$ cat config.mk
export PLATFORM = sky130hd
export DESIGN_NAME = snd_mix
export DESIGN_NICKNAME = d
export VERILOG_FILES = /design/src/rtl/snd_mix_pkg.sv /design/src/rtl/snd_mix_smul.sv /design/src/rtl/snd_mix.sv
export SDC_FILE = /design/constraint.sdc
export NUM_CORES = 1
export LEC_CHECK = 0
export ABC_AREA = 1
export BUFFER_PORTS_ARGS = -buffer_cell sky130_fd_sc_hd__buf_4
export CAP_MARGIN = 10
export CELL_PAD_IN_SITES_DETAIL_PLACEMENT = 1
export CELL_PAD_IN_SITES_GLOBAL_PLACEMENT = 1
export CORE_MARGIN = 5
export CORE_UTILIZATION = 45
export CTS_CLUSTER_SIZE = 40
export DETAILED_ROUTE_END_ITERATION = 7
export HOLD_SLACK_MARGIN = 0.12
export MAX_ROUTING_LAYER = met4
export PLACE_DENSITY = 0.79
export SETUP_SLACK_MARGIN = 0.2
export SYNTH_ARGS = -nofsm -noshare
export SYNTH_HDL_FRONTEND = slang
export SYNTH_SLANG_ARGS = --single-unit
export TNS_END_PERCENT = 1
$ cat constraint.sdc
create_clock -name clk -period 2.4 [get_ports clk]
set_clock_uncertainty 0.1 [all_clocks]
set_input_delay 0.36 -clock clk [delete_from_list [all_inputs] [get_ports clk]]
set_output_delay 0.36 -clock clk [all_outputs]
set_load 0.03 [all_outputs]
$ cat src/rtl/snd_mix_pkg.sv
// Shared types, widths and helpers for the FM/PCM sound mixer.
package snd_mix_pkg;

    typedef enum logic [2:0] {
        ST_IDLE,
        ST_FML,
        ST_FMR,
        ST_PCM,
        ST_SAT
    } state_t;

    localparam int unsigned SMP_W  = 16;
    localparam int unsigned PROD_W = 20;
    localparam int unsigned SUM_W  = 21;

    localparam logic [SMP_W-1:0] SAT_MAX = 16'h7FFF;
    localparam logic [SMP_W-1:0] SAT_MIN = 16'h8000;

    typedef struct packed {
        logic [SMP_W-1:0] left;
        logic [SMP_W-1:0] right;
    } fm_pair_t;

    // Offset-binary 8-bit PCM to signed 16-bit, silence (0x80) maps to zero.
    function automatic logic [SMP_W-1:0] pcm_to_s16(input logic [7:0] p);
        return {~p[7], p[6:0], 8'h00};
    endfunction

    // Clamp a shifted sum to 16 bits; MSB of the result is the clip flag.
    function automatic logic [SMP_W:0] sat_s16(input logic signed [SUM_W-1:0] v);
        if ((&v[SUM_W-1:SMP_W-1]) || !(|v[SUM_W-1:SMP_W-1]))
            return {1'b0, v[SMP_W-1:0]};
        else if (v[SUM_W-1])
            return {1'b1, SAT_MIN};
        else
            return {1'b1, SAT_MAX};
    endfunction

endpackage

$ cat src/rtl/snd_mix_smul.sv
// Serial shift-add multiplier: signed 16-bit sample times unsigned gain, one gain bit per step.
module snd_mix_smul
    import snd_mix_pkg::*;
#(
    parameter int unsigned GW = 4,
    parameter int unsigned PW = PROD_W
) (
    input  logic                 clk,
    input  logic                 rst_n,
    input  logic                 step,
    input  logic                 start,
    input  logic signed [15:0]   a,
    input  logic [GW-1:0]        b,
    output logic signed [PW-1:0] prod
);

    logic signed [PW-1:0] a_ext;
    logic signed [PW-1:0] sh;
    logic [GW-1:0]        bits;

    assign a_ext = PW'(a);

    // LSB-first: the start step consumes b[0], later steps consume the shifted remainder.
    always_ff @(posedge clk) begin
        if (!rst_n) begin
            prod <= '0;
            sh   <= '0;
            bits <= '0;
        end else if (step) begin
            if (start) begin
                prod <= b[0] ? a_ext : '0;
                sh   <= a_ext <<< 1;
                bits <= b >> 1;
            end else begin
                prod <= bits[0] ? prod + sh : prod;
                sh   <= sh <<< 1;
                bits <= bits >> 1;
            end
        end
    end

endmodule

$ cat src/rtl/snd_mix.sv
// FM + PCM mixer feeding the sigma-delta DACs; one time-shared serial multiplier per sample.
module snd_mix
    import snd_mix_pkg::*;
#(
    parameter int unsigned GW  = 4,
    parameter int unsigned GSH = 3
) (
    input  logic          clk,
    input  logic          rst_n,
    input  logic [15:0]   fm_left,
    input  logic [15:0]   fm_right,
    input  logic          fm_sample,
    input  logic [7:0]    pcm,
    input  logic          pcm_sample,
    input  logic [GW-1:0] fm_gain,
    input  logic [GW-1:0] pcm_gain,
    output logic [15:0]   ldatasum,
    output logic [15:0]   rdatasum,
    output logic          out_valid,
    output logic          clip_l,
    output logic          clip_r,
    output logic          overrun
);

    localparam int unsigned CW = (GW > 1) ? $clog2(GW) : 1;

    state_t               state;
    logic [CW-1:0]        cnt;
    logic [7:0]           pcm_hold;
    fm_pair_t             w_fm, p_fm;
    logic [GW-1:0]        w_fg, w_pg, p_fg, p_pg;
    logic [7:0]           w_pcm;
    logic                 pending;
    logic signed [PROD_W-1:0] acc_l, acc_r, prod;
    logic [15:0]          stg_l, stg_r;
    logic                 stg_cl, stg_cr, stg_v;

    logic                 last_c, start_c, mul_step_c, mul_start_c;
    logic signed [15:0]   mul_a_c;
    logic [GW-1:0]        mul_b_c;
    logic signed [SUM_W-1:0] sum_l_c, sum_r_c;
    logic [16:0]          sat_l_c, sat_r_c;

    assign last_c      = (cnt == CW'(GW - 1));
    assign mul_start_c = (cnt == '0);
    assign start_c     = ((state == ST_IDLE) && (fm_sample || pending)) ||
                         ((state == ST_SAT) && pending);

    // Multiplier operand select: left FM, right FM, then the shared PCM term.
    always_comb begin
        mul_a_c    = w_fm.left;
        mul_b_c    = w_fg;
        mul_step_c = 1'b0;
        unique case (state)
            ST_FML: mul_step_c = 1'b1;
            ST_FMR: begin
                mul_a_c    = w_fm.right;
                mul_step_c = 1'b1;
            end
            ST_PCM: begin
                mul_a_c    = pcm_to_s16(w_pcm);
                mul_b_c    = w_pg;
                mul_step_c = 1'b1;
            end
            default: ;
        endcase
    end

    snd_mix_smul #(
        .GW (GW),
        .PW (PROD_W)
    ) u_smul (
        .clk   (clk),
        .rst_n (rst_n),
        .step  (mul_step_c),
        .start (mul_start_c),
        .a     (mul_a_c),
        .b     (mul_b_c),
        .prod  (prod)
    );

    // In SAT the PCM product is still on prod and is added to both channels.
    assign sum_l_c = SUM_W'(acc_l) + SUM_W'(prod);
    assign sum_r_c = SUM_W'(acc_r) + SUM_W'(prod);
    assign sat_l_c = sat_s16(sum_l_c >>> GSH);
    assign sat_r_c = sat_s16(sum_r_c >>> GSH);

    always_ff @(posedge clk) begin
        if (!rst_n) begin
            state     <= ST_IDLE;
            cnt       <= '0;
            pcm_hold  <= 8'h80;
            w_fm      <= '0;
            w_fg      <= '0;
            w_pg      <= '0;
            w_pcm     <= 8'h80;
            p_fm      <= '0;
            p_fg      <= '0;
            p_pg      <= '0;
            pending   <= 1'b0;
            overrun   <= 1'b0;
            acc_l     <= '0;
            acc_r     <= '0;
            stg_l     <= '0;
            stg_r     <= '0;
            stg_cl    <= 1'b0;
            stg_cr    <= 1'b0;
            stg_v     <= 1'b0;
            ldatasum  <= '0;
            rdatasum  <= '0;
            clip_l    <= 1'b0;
            clip_r    <= 1'b0;
            out_valid <= 1'b0;
        end else begin
            stg_v     <= 1'b0;
            out_valid <= stg_v;
            if (pcm_sample) pcm_hold <= pcm;
            if (stg_v) begin
                ldatasum <= stg_l;
                rdatasum <= stg_r;
                clip_l   <= stg_cl;
                clip_r   <= stg_cr;
            end

            unique case (state)
                ST_FML, ST_FMR, ST_PCM: begin
                    cnt <= last_c ? '0 : cnt + CW'(1);
                    if (mul_start_c && (state == ST_FMR)) acc_l <= prod;
                    if (mul_start_c && (state == ST_PCM)) acc_r <= prod;
                    if (last_c) begin
                        if (state == ST_FML)      state <= ST_FMR;
                        else if (state == ST_FMR) state <= ST_PCM;
                        else                      state <= ST_SAT;
                    end
                end
                ST_SAT: begin
                    stg_l  <= sat_l_c[15:0];
                    stg_r  <= sat_r_c[15:0];
                    stg_cl <= sat_l_c[16];
                    stg_cr <= sat_r_c[16];
                    stg_v  <= 1'b1;
                    state  <= ST_IDLE;
                end
                default: ;
            endcase

            // Start a sample (fresh strobe wins over the buffered one), or buffer a busy-time strobe.
            if (start_c) begin
                w_fm    <= fm_sample ? fm_pair_t'({fm_left, fm_right}) : p_fm;
                w_fg    <= fm_sample ? fm_gain  : p_fg;
                w_pg    <= fm_sample ? pcm_gain : p_pg;
                w_pcm   <= pcm_sample ? pcm : pcm_hold;
                pending <= 1'b0;
                if (fm_sample && pending) overrun <= 1'b1;
                cnt     <= '0;
                state   <= ST_FML;
            end else if (fm_sample && (state != ST_IDLE)) begin
                p_fm    <= fm_pair_t'({fm_left, fm_right});
                p_fg    <= fm_gain;
                p_pg    <= pcm_gain;
                pending <= 1'b1;
                if (pending) overrun <= 1'b1;
            end
        end
    end

endmodule

==> run summary, run 1 <==
status: complete, no violations
routability cong.: 0.922
first-pass GRT wire length: 72.7 mm
Slew headroom: 46.2%
CTS Root Cell: clkbuf_16
CTS tree: done
Worst setup EP type: flip-flop
Clock Sinks: 255
CTS buffer count: 28
total wire length: 46.9 mm
Max Cap Viol: 0
placed cell area: 14,700 µm²
average wire per standard cell: 19.0 µm
DRC: 0
Pre-antenna DRT Iters: 5
Mapped Nets: 2,014
asr flop ratio synth: 0%
RSZ-0062 raised after global routing: true
setup TNS: 0 ns
Final nets: 2,171
antenna cell count: 0
Max VDD drop: 523 µV
Worst-Skew Late Latency: 0.57 ns
hold_ws: 0.136 ns
Die X-Extent: 183 µm
min-delay worst type: input pin to flip-flop
mapped cell area: 13,400 µm²
layout cells sized above 1: 21.8%
largest net degree at the start of global routing: 158
fin crit share: 96.9%
vias in the first global route: 14,200
grt total ovfl: 0
core footprint: 29,600 µm²
kind of critical path: flip-flop to flip-flop
fmax: 0.430 GHz
die area: 33,400 µm²
synthesis-to-layout area growth: 28.6%
antenna violations before repair: 0
post-synth cell types: 51
Setup Viol. Count Final: 0
Post-synth EDFFs: 0
crit-path max FO: 7
Hold Fails Final Rpt: 0
clock tree buffer depth: 3
dpl hpwl: 30.6 mm
Vert. Die Dim: 183 µm
static leakage: 7.42 nW
Main synth FF type: dfxtp_1
Final ANT Viol Nets: 0
final critical-path required period: 2.33 ns
Row Count: 63
Power Density: 628 nW/µm²
I/O pin count: 88
count of input and output buffers: 87
Worst Setup Start Kind: flip-flop
Max Transition Viols Final: 0
arrival time worst endpoint: 2.68 ns
worst endpoint required time: 2.75 ns
GRT Total Usage: 27.0%
Seq cells post-synth: 255
Worst Tran Pin Value: 0.806 ns
register area share after synthesis: 38.0%
commonest cells after routing, fill and taps aside: nand2_1 (263), a21oi_1 (255), dfxtp_1 (239), o21ai_0 (235), nor2_1 (209)
Gate Count Post-Synth: 1,903
Finished Cell Area: 17,300 µm²
Detailed Route Iter0 Violations: 649
htree depth: 1
Ys Warns: 0
vias per std cell: 5.53
Initial Utilization: 45.5%
Worst-path clk slew: 0.06 ns
syn avg cell area: 7.06 µm²
via count: 13,700
leading cell type in the layout, fill and taps excluded: nand2_1
## final timing paths
check | slack, ns | from | cells after the start | endpoint
max | 0.07 | u_smul.prod[9] | 14 | stg_l[10]
min | 0.14 | pcm_sample | 3 | pcm_hold[0]
max reg2reg | 0.07 | u_smul.prod[9] | 14 | stg_l[10]
min reg2reg | 0.35 | p_fm[5] | 2 | p_fm[5]
## power by group
group	switching [W]	total (W)	internal, W
Combinational	0.00103	0.00173	0.000702
Sequential	0.000207	0.00465	0.00445
Clock	0.00183	0.00447	0.00263
Total	0.00307	0.0109	0.00778
## area by class of cell
class,instances,area (µm²)
clock buffer,40,796
fill,3672,12300
inverter,182,686
sequential,255,5150
multi-input combinational,1374,8050
clock inverter,12,154
timing repair buffer,219,1960
tap,390,488
## through the flow
stage	util [%]	setup WS, ns	total power (W)	std cells
floorplan	-	0.306	0.00560	1903
global placement	49.6	-0.0494	0.00610	2340
detailed placement	49.6	-0.0994	0.00616	2340
global route	58.4	-0.0467	0.0113	2472
CTS	56.3	0.120	0.0108	2452
finish	58.4	0.0746	0.0109	2472
## flip-flops by register name, indices dropped and copies added (netlist names), 8 cells and up
register / flops
acc_l: 20
acc_r: 20
ldatasum: 16
p_fm: 32
pcm_hold: 8
rdatasum: 16
stg_l: 16
stg_r: 16
u_smul.prod: 20
u_smul.sh: 19
w_fm: 32
w_pcm: 8
## synthesized netlist by cell type, drive strengths merged, types with 2 or more instances
cell type	count	share of area (%)
inv	181	5.1
clkbuf	78	2.2
a21boi	3	0.17
nand3	84	3.5
nor3	7	0.26
buf	16	0.95
o22ai	7	0.33
a32oi	2	0.13
o21ai	251	9.5
nand2	336	10
xnor2	8	0.52
nor2	232	6.8
or2	6	0.28
a21oi	292	12
ha	58	5.4
o211ai	9	0.50
o221ai	4	0.26
dfxtp	255	38
and2	5	0.23
o21bai	9	0.61
a31oi	5	0.23
o211a	2	0.15
a21o	4	0.22
xor2	19	1.2
nand4	21	0.98
a32o	3	0.22
## worst max-delay path, cell delays in order (launching register included)
cell       delay [ns]
dfxtp_1          0.32
buf_12           0.15
ha_4             0.30
nand2_1          0.07
nand2_1          0.14
nand2_1          0.07
nand2_1          0.12
inv_2            0.07
nand2_1          0.10
nand2_2          0.07
nand4_1          0.14
nand2_4          0.09
a21oi_4          0.23
clkbuf_16        0.21
a21oi_2          0.05
## logic make-up (layout without fill, tap and decap cells)
group	after synthesis	count (layout)	share of synthesized area [%]
and+or+nand+nor	692	694	22.4
AOI/OAI and AO/OA	594	594	24.1
buffers and inverters	276	453	8.27
DFF	255	255	38.0
adders and majority gates	59	59	5.55
xor gates and xnor gates	27	27	1.76
## timing repair
| action | CTS | global route |
|---|---|---|
| hold endpoints to repair | 90 | 0 |
| gates resized for setup | 96 | 99 |
| hold buffers | 52 | 0 |
| cloned | 2 | 2 |
| setup endpoints to repair | 46 | 50 |
| buffers inserted | 6 | 18 |
| pin swaps | 15 | 42 |
## per-layer routing
layer / vias up / GRT usage, % / share of wire (%)
li1: 6658 / - / -
met1: 6619 / 31.0 / 41
met2: 284 / 48.8 / 52
met3: 106 / 2.84 / 3.2
met4: 0 / 9.56 / 3.7
met5: - / - / 0
Note: power is estimated with default switching activity, not from simulation.
==> run 2: changes to the inputs <==
--- a/config.mk
+++ b/config.mk
@@ -6,13 +6,13 @@
 export NUM_CORES = 1
 export LEC_CHECK = 0
 export ABC_AREA = 1
-export BUFFER_PORTS_ARGS = -buffer_cell sky130_fd_sc_hd__buf_4
+export BUFFER_PORTS_ARGS = -buffer_cell sky130_fd_sc_hd__buf_2
 export CAP_MARGIN = 10
 export CELL_PAD_IN_SITES_DETAIL_PLACEMENT = 1
 export CELL_PAD_IN_SITES_GLOBAL_PLACEMENT = 1
 export CORE_MARGIN = 5
 export CORE_UTILIZATION = 45
-export CTS_CLUSTER_SIZE = 40
+export CTS_CLUSTER_SIZE = 30
 export DETAILED_ROUTE_END_ITERATION = 7
 export HOLD_SLACK_MARGIN = 0.12
 export MAX_ROUTING_LAYER = met4
==> run summary, run 2 (synthesis results as in run 1) <==
I/O pin count: 88
fmax: 0.437 GHz
dpl hpwl: 30.2 mm
Slew headroom: 66.6%
fin crit share: 95.2%
GRT Total Usage: 26.1%
Sw Ratio: 28.0%
core footprint: 29,600 µm²
Worst Setup Start Kind: flip-flop
static leakage: 7.29 nW
CTS Root Cell: clkbuf_16
Worst setup EP type: flip-flop
final critical-path required period: 2.29 ns
Pre-antenna DRT Iters: 5
commonest cells after routing, fill and taps aside: nand2_1 (293), a21oi_1 (255), dfxtp_1 (242), o21ai_0 (236), nor2_1 (212)
kind of critical path: flip-flop to flip-flop
Die X-Extent: 183 µm
Final ANT Viol Nets: 0
average wire per standard cell: 17.7 µm
Max VDD drop: 596 µV
Power Density: 656 nW/µm²
Row Count: 63
Worst Tran Pin Value: 0.501 ns
antenna cell count: 0
Clock Sinks: 255
vias per std cell: 5.43
leading cell type in the layout, fill and taps excluded: nand2_1
NetSw: 0.00304 W
post-route worst setup slack: 0.114 ns
Final nets: 2,152
min-delay worst type: input pin to flip-flop
grt total ovfl: 0
clock power share: 42.4%
Max Cap Viol: 0
Gate power share: 14.8%
CTS buffer count: 29
synthesis-to-layout area growth: 22.9%
die area: 33,400 µm²
count of input and output buffers: 87
Detailed Route Iter0 Violations: 546
CTS tree: done
Setup Viol. Count Final: 0
hold_ws: 0.238 ns
routability cong.: 0.916
clock tree buffer depth: 3
Worst-path clk slew: 0.06 ns
first-pass GRT wire length: 71.0 mm
internal power: 0.00779 W
arrival time worst endpoint: 2.63 ns
total wire length: 43.4 mm
vias in the first global route: 14,000
via count: 13,300
layout cells sized above 1: 18.7%
htree depth: 1
top flop regs: p_fm: 32 flops, w_fm: 32 flops
crit-path max FO: 6
largest net degree at the start of global routing: 98
DRC: 0
Reg power frac: 42.8%
Power Total: 0.0108 W
Max Transition Viols Final: 0
Vert. Die Dim: 183 µm
Initial Utilization: 45.5%
RSZ-0062 raised after global routing: true
status: complete, no violations
Hold Fails Final Rpt: 0
setup TNS: 0 ns
Worst-Skew Late Latency: 0.57 ns
worst endpoint required time: 2.75 ns
antenna violations before repair: 0
pre-CTS setup slack: -0.126 ns
==> run 2: cell count changes in the layout (fill, tap and decap cells not counted), sizes merged <==
cell | previous run | this run
bufinv | 3 | 2
clkinv | 7 | 4
dlygate4sd3 | 52 | 58
nand2 | 338 | 337
clkbuf | 41 | 43
inv | 181 | 184
buf | 166 | 142
==> run 2: path summary, 6_finish.rpt <==
check,startpoint,to,slack [ns],depth (start not counted)
worst max-delay path,u_smul.prod[1],u_smul.prod[15],0.11,13
worst max register to register,u_smul.prod[1],u_smul.prod[15],0.11,13
worst min register to register,p_pg[0],p_pg[0],0.35,2
worst min-delay path,pcm_sample,pcm_hold[7],0.24,4
==> run 2: area by class of cell <==
type                       count  area (µm²)
inverter                     182         686
clock inverter                11         138
sequential                   255        5130
fill                        3716       13000
multi-input combinational   1373        7650
clock buffer                  43         868
tap                          390         488
timing repair buffer         200        1560
==> run 2: what timing repair did <==
action                     4_1_cts  5_1_grt
pin swaps                        1        4
cloned                           0        1
hold buffers                    58        0
gates resized for setup         73       37
buffers inserted                 1        0
setup endpoints to repair       47       47
hold endpoints to repair        95        0
==> run 2: routing by layer <==
metal  vias up  track usage [%]  part of all wire [%]
li1       6635                -                     -
met1      6356             30.5                    43
met2       243             46.7                    50
met3        92             2.64                   2.9
met4         0             9.77                   4.3
met5         -                -                     0
==> run 2: worst max-delay path, stage by stage (launching register included) <==
cell and delay (ns):
dfxtp_2 0.38, ha_1 0.25, fa_2 0.35, nand2_1 0.10, inv_1 0.07, nand2_1 0.06
nor2_1 0.05, nor2_2 0.15, inv_1 0.10, nand3_1 0.08, nand2_1 0.06, or2_2 0.27
nand3_1 0.07, a21oi_1 0.06
==> run 2: power groups by stage <==
| stage | Combinational (W) | Sequential (W) | Clock (W) |
|---|---|---|---|
| after CTS | 0.00156 | 0.00463 | 0.00468 |
| after global routing | 0.00178 | 0.00465 | 0.00484 |
| after detailed placement | 0.00142 | 0.00471 | 0 |
| after global placement | 0.00137 | 0.00470 | 0 |
| final | 0.00160 | 0.00464 | 0.00459 |
| after floorplan | 0.000971 | 0.00463 | 0 |
==> run 2: metrics by stage <==
stage	instances	util (%)	area, µm²
finish	2454	55.9	16500
global route	2454	55.9	16500
CTS	2453	55.3	16400
detailed placement	2340	49.0	14500
global placement	2340	49.0	14500
floorplan	1903	-	13400
